$ cat config.mk
export PLATFORM = sky130hd
export DESIGN_NAME = apb_master
export DESIGN_NICKNAME = d
export VERILOG_FILES = /design/src/rtl/apb_master.sv
export SDC_FILE = /design/constraint.sdc
export NUM_CORES = 1
export LEC_CHECK = 0
export CORE_MARGIN = 10
export CORE_UTILIZATION = 35
export CTS_CLUSTER_SIZE = 28
export DETAILED_ROUTE_END_ITERATION = 6
export GPL_TIMING_DRIVEN = 0
export PLACE_DENSITY = 0.82
export RECOVER_POWER = 100
export SYNTH_ARGS = -nofsm -noshare
export SYNTH_HDL_FRONTEND = slang
export SYNTH_SLANG_ARGS = --single-unit
$ cat constraint.sdc
create_clock -name pclk -period 1.6 [get_ports pclk]
set_input_delay 0.32 -clock pclk [delete_from_list [all_inputs] [get_ports pclk]]
set_output_delay 0.32 -clock pclk [all_outputs]
set_load 0.005 [all_outputs]
$ cat src/rtl/apb_master.sv
// APB master: turns a single-outstanding command/response handshake into
// APB SETUP/ACCESS transfers. Each transfer can be ended early by an optional
// wait-state timeout.
//
// state  | meaning
// -------+-----------------------------------------------------------
// IDLE   | no transfer; cmd_ready=1, a command is accepted on cmd_valid
// SETUP  | psel=1, penable=0, address/control/data presented (one cycle)
// ACCESS | psel=1, penable=1, waiting for pready or for the timeout
// RESP   | response held on rsp_* until rsp_ready
module apb_master #(
    parameter int ADDR_WIDTH     = 32,
    parameter int DATA_WIDTH     = 32,
    parameter int TIMEOUT_CYCLES = 16
) (
    input  logic                  pclk,
    input  logic                  preset,

    input  logic                  cmd_valid,
    output logic                  cmd_ready,
    input  logic                  cmd_write,
    input  logic [ADDR_WIDTH-1:0] cmd_addr,
    input  logic [DATA_WIDTH-1:0] cmd_wdata,

    output logic                  rsp_valid,
    input  logic                  rsp_ready,
    output logic [DATA_WIDTH-1:0] rsp_rdata,
    output logic                  rsp_err,

    output logic                  psel,
    output logic                  penable,
    output logic                  pwrite,
    output logic [ADDR_WIDTH-1:0] paddr,
    output logic [DATA_WIDTH-1:0] pwdata,
    input  logic                  pready,
    input  logic                  pslverr,
    input  logic [DATA_WIDTH-1:0] prdata
);

    // Counter is one value wider than the limit needs so that, with the
    // timeout disabled, it still has headroom before it saturates.
    localparam int CNT_W = $clog2(TIMEOUT_CYCLES + 2);
    localparam logic [CNT_W-1:0] CNT_MAX   = '1;
    localparam logic [CNT_W-1:0] CNT_LIMIT = CNT_W'(TIMEOUT_CYCLES);
    localparam bit TIMEOUT_EN = (TIMEOUT_CYCLES != 0);

    typedef enum logic [1:0] {
        S_IDLE   = 2'd0,
        S_SETUP  = 2'd1,
        S_ACCESS = 2'd2,
        S_RESP   = 2'd3
    } state_e;

    state_e                  state_q, state_d;
    logic                    psel_q, psel_d;
    logic                    penable_q, penable_d;
    logic                    pwrite_q, pwrite_d;
    logic [ADDR_WIDTH-1:0]   paddr_q, paddr_d;
    logic [DATA_WIDTH-1:0]   pwdata_q, pwdata_d;
    logic                    rsp_valid_q, rsp_valid_d;
    logic [DATA_WIDTH-1:0]   rsp_rdata_q, rsp_rdata_d;
    logic                    rsp_err_q, rsp_err_d;
    logic [CNT_W-1:0]        wait_cnt_q, wait_cnt_d;
    logic                    timeout_hit;

    // Expiry is judged on the registered count, so pready arriving in the
    // expiry cycle still completes the transfer normally.
    assign timeout_hit = TIMEOUT_EN && (wait_cnt_q >= CNT_LIMIT);

    // Register all state, APB outputs and response outputs; reset clears them.
    always_ff @(posedge pclk) begin
        if (preset) begin
            state_q     <= S_IDLE;
            psel_q      <= 1'b0;
            penable_q   <= 1'b0;
            pwrite_q    <= 1'b0;
            paddr_q     <= '0;
            pwdata_q    <= '0;
            rsp_valid_q <= 1'b0;
            rsp_rdata_q <= '0;
            rsp_err_q   <= 1'b0;
            wait_cnt_q  <= '0;
        end else begin
            state_q     <= state_d;
            psel_q      <= psel_d;
            penable_q   <= penable_d;
            pwrite_q    <= pwrite_d;
            paddr_q     <= paddr_d;
            pwdata_q    <= pwdata_d;
            rsp_valid_q <= rsp_valid_d;
            rsp_rdata_q <= rsp_rdata_d;
            rsp_err_q   <= rsp_err_d;
            wait_cnt_q  <= wait_cnt_d;
        end
    end

    // Next-state and next-output decode; every register holds by default.
    always_comb begin
        state_d     = state_q;
        psel_d      = psel_q;
        penable_d   = penable_q;
        pwrite_d    = pwrite_q;
        paddr_d     = paddr_q;
        pwdata_d    = pwdata_q;
        rsp_valid_d = rsp_valid_q;
        rsp_rdata_d = rsp_rdata_q;
        rsp_err_d   = rsp_err_q;
        wait_cnt_d  = wait_cnt_q;

        case (state_q)
            S_IDLE: begin
                if (cmd_valid) begin
                    pwrite_d   = cmd_write;
                    paddr_d    = cmd_addr;
                    pwdata_d   = cmd_wdata;
                    psel_d     = 1'b1;
                    penable_d  = 1'b0;
                    wait_cnt_d = '0;
                    state_d    = S_SETUP;
                end
            end

            S_SETUP: begin
                penable_d = 1'b1;
                state_d   = S_ACCESS;
            end

            S_ACCESS: begin
                if (pready) begin
                    psel_d      = 1'b0;
                    penable_d   = 1'b0;
                    rsp_valid_d = 1'b1;
                    rsp_err_d   = pslverr;
                    rsp_rdata_d = pwrite_q ? '0 : prdata;
                    state_d     = S_RESP;
                end else if (timeout_hit) begin
                    psel_d      = 1'b0;
                    penable_d   = 1'b0;
                    rsp_valid_d = 1'b1;
                    rsp_err_d   = 1'b1;
                    rsp_rdata_d = '0;
                    state_d     = S_RESP;
                end else if (wait_cnt_q != CNT_MAX) begin
                    wait_cnt_d = wait_cnt_q + 1'b1;
                end
            end

            S_RESP: begin
                if (rsp_ready) begin
                    rsp_valid_d = 1'b0;
                    state_d     = S_IDLE;
                end
            end

            default: begin
                psel_d      = 1'b0;
                penable_d   = 1'b0;
                rsp_valid_d = 1'b0;
                state_d     = S_IDLE;
            end
        endcase
    end

    assign cmd_ready = (state_q == S_IDLE);
    assign psel      = psel_q;
    assign penable   = penable_q;
    assign pwrite    = pwrite_q;
    assign paddr     = paddr_q;
    assign pwdata    = pwdata_q;
    assign rsp_valid = rsp_valid_q;
    assign rsp_rdata = rsp_rdata_q;
    assign rsp_err   = rsp_err_q;

endmodule

==> impl_metrics.env <==
export IMPL_outcome="complete, no violations"
export IMPL_clock_latency_ps=370
export IMPL_io_pins=205
export IMPL_crit_required_ps=1280
export IMPL_cts_sinks=108
export IMPL_synthDistinctLibCells=34
export IMPL_root_buffer="clkbuf_8"
export IMPL_port_buffer_count=204
export IMPL_ys_flop_type="dfxtp_1"
export IMPL_drc=0
export IMPL_yosys_register_bits=108
export IMPL_slew_viol_final=0
export IMPL_hold_buffers=0
export IMPL_antenna_left=0
export IMPL_final_common_cell="clkdlybuf4s50_1"
export IMPL_grt_max_degree=18
export IMPL_max_slew_worst_pin_slew_ps=542.0
export IMPL_end_kind="output pin"
export IMPL_syn2layout_area_growth_pct=65.43
export IMPL_drive_gt1_frac=0.09810
export IMPL_crit_buf_inv=1
export IMPL_gp_congestion=0.7908
export IMPL_ys_seq_area_frac=0.5542
export IMPL_setup_tns_ps=0
export IMPL_clock_fmax_ghz=0.6371
export IMPL_clkTransAtPathRegs_ps=100
export IMPL_h_tree_depth=3
export IMPL_drt_total_wl_um=13800
export IMPL_rsz0062_at_grt="true"
export IMPL_crit_chain="clkdlybuf4s50_1"
export IMPL_finalNetCount=788
export IMPL_placedCellCount=805
export IMPL_layout_common_cells="clkdlybuf4s50_1 (159), nand2_1 (133), dfxtp_1 (92)"
export IMPL_cts_made_buffers=9
export IMPL_num_rows=38
export IMPL_ir_drop_mv=0.5439
export IMPL_critPathArrivalTime_ps=1250
export IMPL_start_util=0.3583
export IMPL_critical_path_max_fanout=2
export IMPL_hold_viol_final=0
export IMPL_p_leak_nw=2.380
export IMPL_synth_largest_area_cell="dfxtp_1"
export IMPL_cts_tree="yes"
export IMPL_grt_overflow=0
export IMPL_power_density_nw_per_um2=1207
export IMPL_finalClockSkew_ps=8.009
export IMPL_via_count=4031
export IMPL_die_area_um2=15770
export IMPL_synthTopCellsByArea="dfxtp_1 (55%), nand2_1 (13%), a21oi_1 (8.9%), a22oi_1 (6.2%), nor2_1 (3.4%)"
export IMPL_critPathLaunchType="flip-flop"
export IMPL_chipHeight_um=125.6
export IMPL_async_reset_ff_frac=0
export IMPL_max_cap_violations=0
export IMPL_grt_pass1_vias=4183
export IMPL_dp_hpwl_um=10840
export IMPL_ys_warn_count=0
export IMPL_post_route_period_util=0.9810
export IMPL_critPathKind="flip-flop to output pin"
export IMPL_antenna_found_initial=0
export IMPL_fillerInstances=953
export IMPL_drt_iter0_markers=196
export IMPL_via_per_inst=4.898
export IMPL_syn_area_um2=3901
export IMPL_layout_setup_ws_ps=30.46
export IMPL_wl_per_cell_um=16.77
export IMPL_cts_buffer_depth=2
export IMPL_hold_class="flip-flop to flip-flop"
export IMPL_netlist_instances=461
export IMPL_setup_viol=0
export IMPL_fp_dieW_um=125.6
export IMPL_relSlewSlack=0.6386
export IMPL_grt_pass1_wl_um=21350
export IMPL_firstDrtPassIters=4
export IMPL_final_cells=823
export IMPL_yosysTopAreaCellShare=0.5542
export IMPL_core_um2=10890
export IMPL_avgSynthCellArea_um2=8.463
export IMPL_finalCriticalPeriod_ps=1570
export IMPL_place_ws_ps=-503.0
export IMPL_cp_top_family="buffers and inverters"
export IMPL_cp_slowest_cell="clkdlybuf4s50_1"
export IMPL_antenna_cells=0
export IMPL_cp_slowest_stage_delay_ps=530
export IMPL_grtUsageTotal=0.1646
export IMPL_synth_edf_count=0
export IMPL_synth_fp_nets=571
export IMPL_holdWs_ps=457.1
## metrics by stage
step           cell area, um2  utilization  power [W]
6_report                 6454       0.5927   0.007792
5_1_grt                  6454       0.5927   0.008237
4_1_cts                  6381       0.5861   0.007814
3_5_place_dp             6118       0.5619   0.005906
3_3_place_gp             6118       0.5619   0.005800
2_1_floorplan            3901            -   0.004429
## timing repair
action,in CTS,in global routing
pin swaps,0,1
endpoints found under the setup margin,107,132
gates resized for setup,28,81
setup buffers,2,1
endpoints found under the hold margin,0,0
## cell type report
cell class,instances,area (um2),area share
Inverter,2,10.01,0.001551
Multi-Input combinational cell,317,1615,0.2503
Sequential cell,108,2187,0.3389
Timing Repair Buffer,207,2057,0.3187
Buffer,33,185.2,0.02869
Clock inverter,6,86.33,0.01338
Clock buffer,10,137.6,0.02133
Tap cell,140,175.2,0.02714
## power by group
group	internal (W)	switching, W	total (W)
Sequential	0.00314	0.000243	0.00338
Combinational	0.00137	0.00117	0.00254
Clock	0.000925	0.000950	0.00187
## cell families after synthesis
logic type	share of synthesized area
fa+ha+maj	0.02245
buf+inv	0.03784
simple gates	0.2082
compound gates	0.1697
mux	0.007698
flops	0.5542
## worst reg2reg max path, cell delays in order, from the launching register on
cell,delay [ps]
dfxtp_4,380
inv_4,80
ha_2,210
nor3b_4,240
or4b_1,450
a31oi_1,140
## synth_stat cells (2+ instances only)
library cell	number
nand2_1	133
dfxtp_1	108
a21oi_1	69
nor2_1	35
a22oi_1	32
clkbuf_1	20
buf_2	10
ha_1	7
nand2b_1	6
o21ai_0	5
buf_1	4
mux2i_1	3
nor2b_1	3
inv_1	2
nand3_1	2
nand4_1	2
nor3_1	2
or3_1	2
## path summary, 6_finish.rpt
| check | end | cells after the start | slack, ps | from |
|---|---|---|---|---|
| max | pwdata[2] | 1 | 30 | pwdata[2] |
| min | pwdata[30] | 2 | 460 | pwdata[30] |
| max reg2reg | wait_cnt_q[3] | 5 | 40 | state_q[0] |
| min reg2reg | pwdata[30] | 2 | 460 | pwdata[30] |
## sequential cells by signal, summed over array words and instances (netlist names)
signal / flops
rsp_rdata: 32
state_q: 2
paddr: 32
psel: 1
pwrite: 1
wait_cnt_q: 5
rsp_valid: 1
pwdata: 32
rsp_err: 1
penable: 1
## layer usage
layer / part of all wire / up-vias / global-route usage
met4: 0.028 / 0 / 0.08130
met1: 0.35 / 1907 / 0.1597
met5: 0 / - / 0
li1: - / 1976 / -
met3: 0.067 / 27 / 0.04901
met2: 0.55 / 121 / 0.3085
Note: power is estimated with default switching activity, not from simulation.
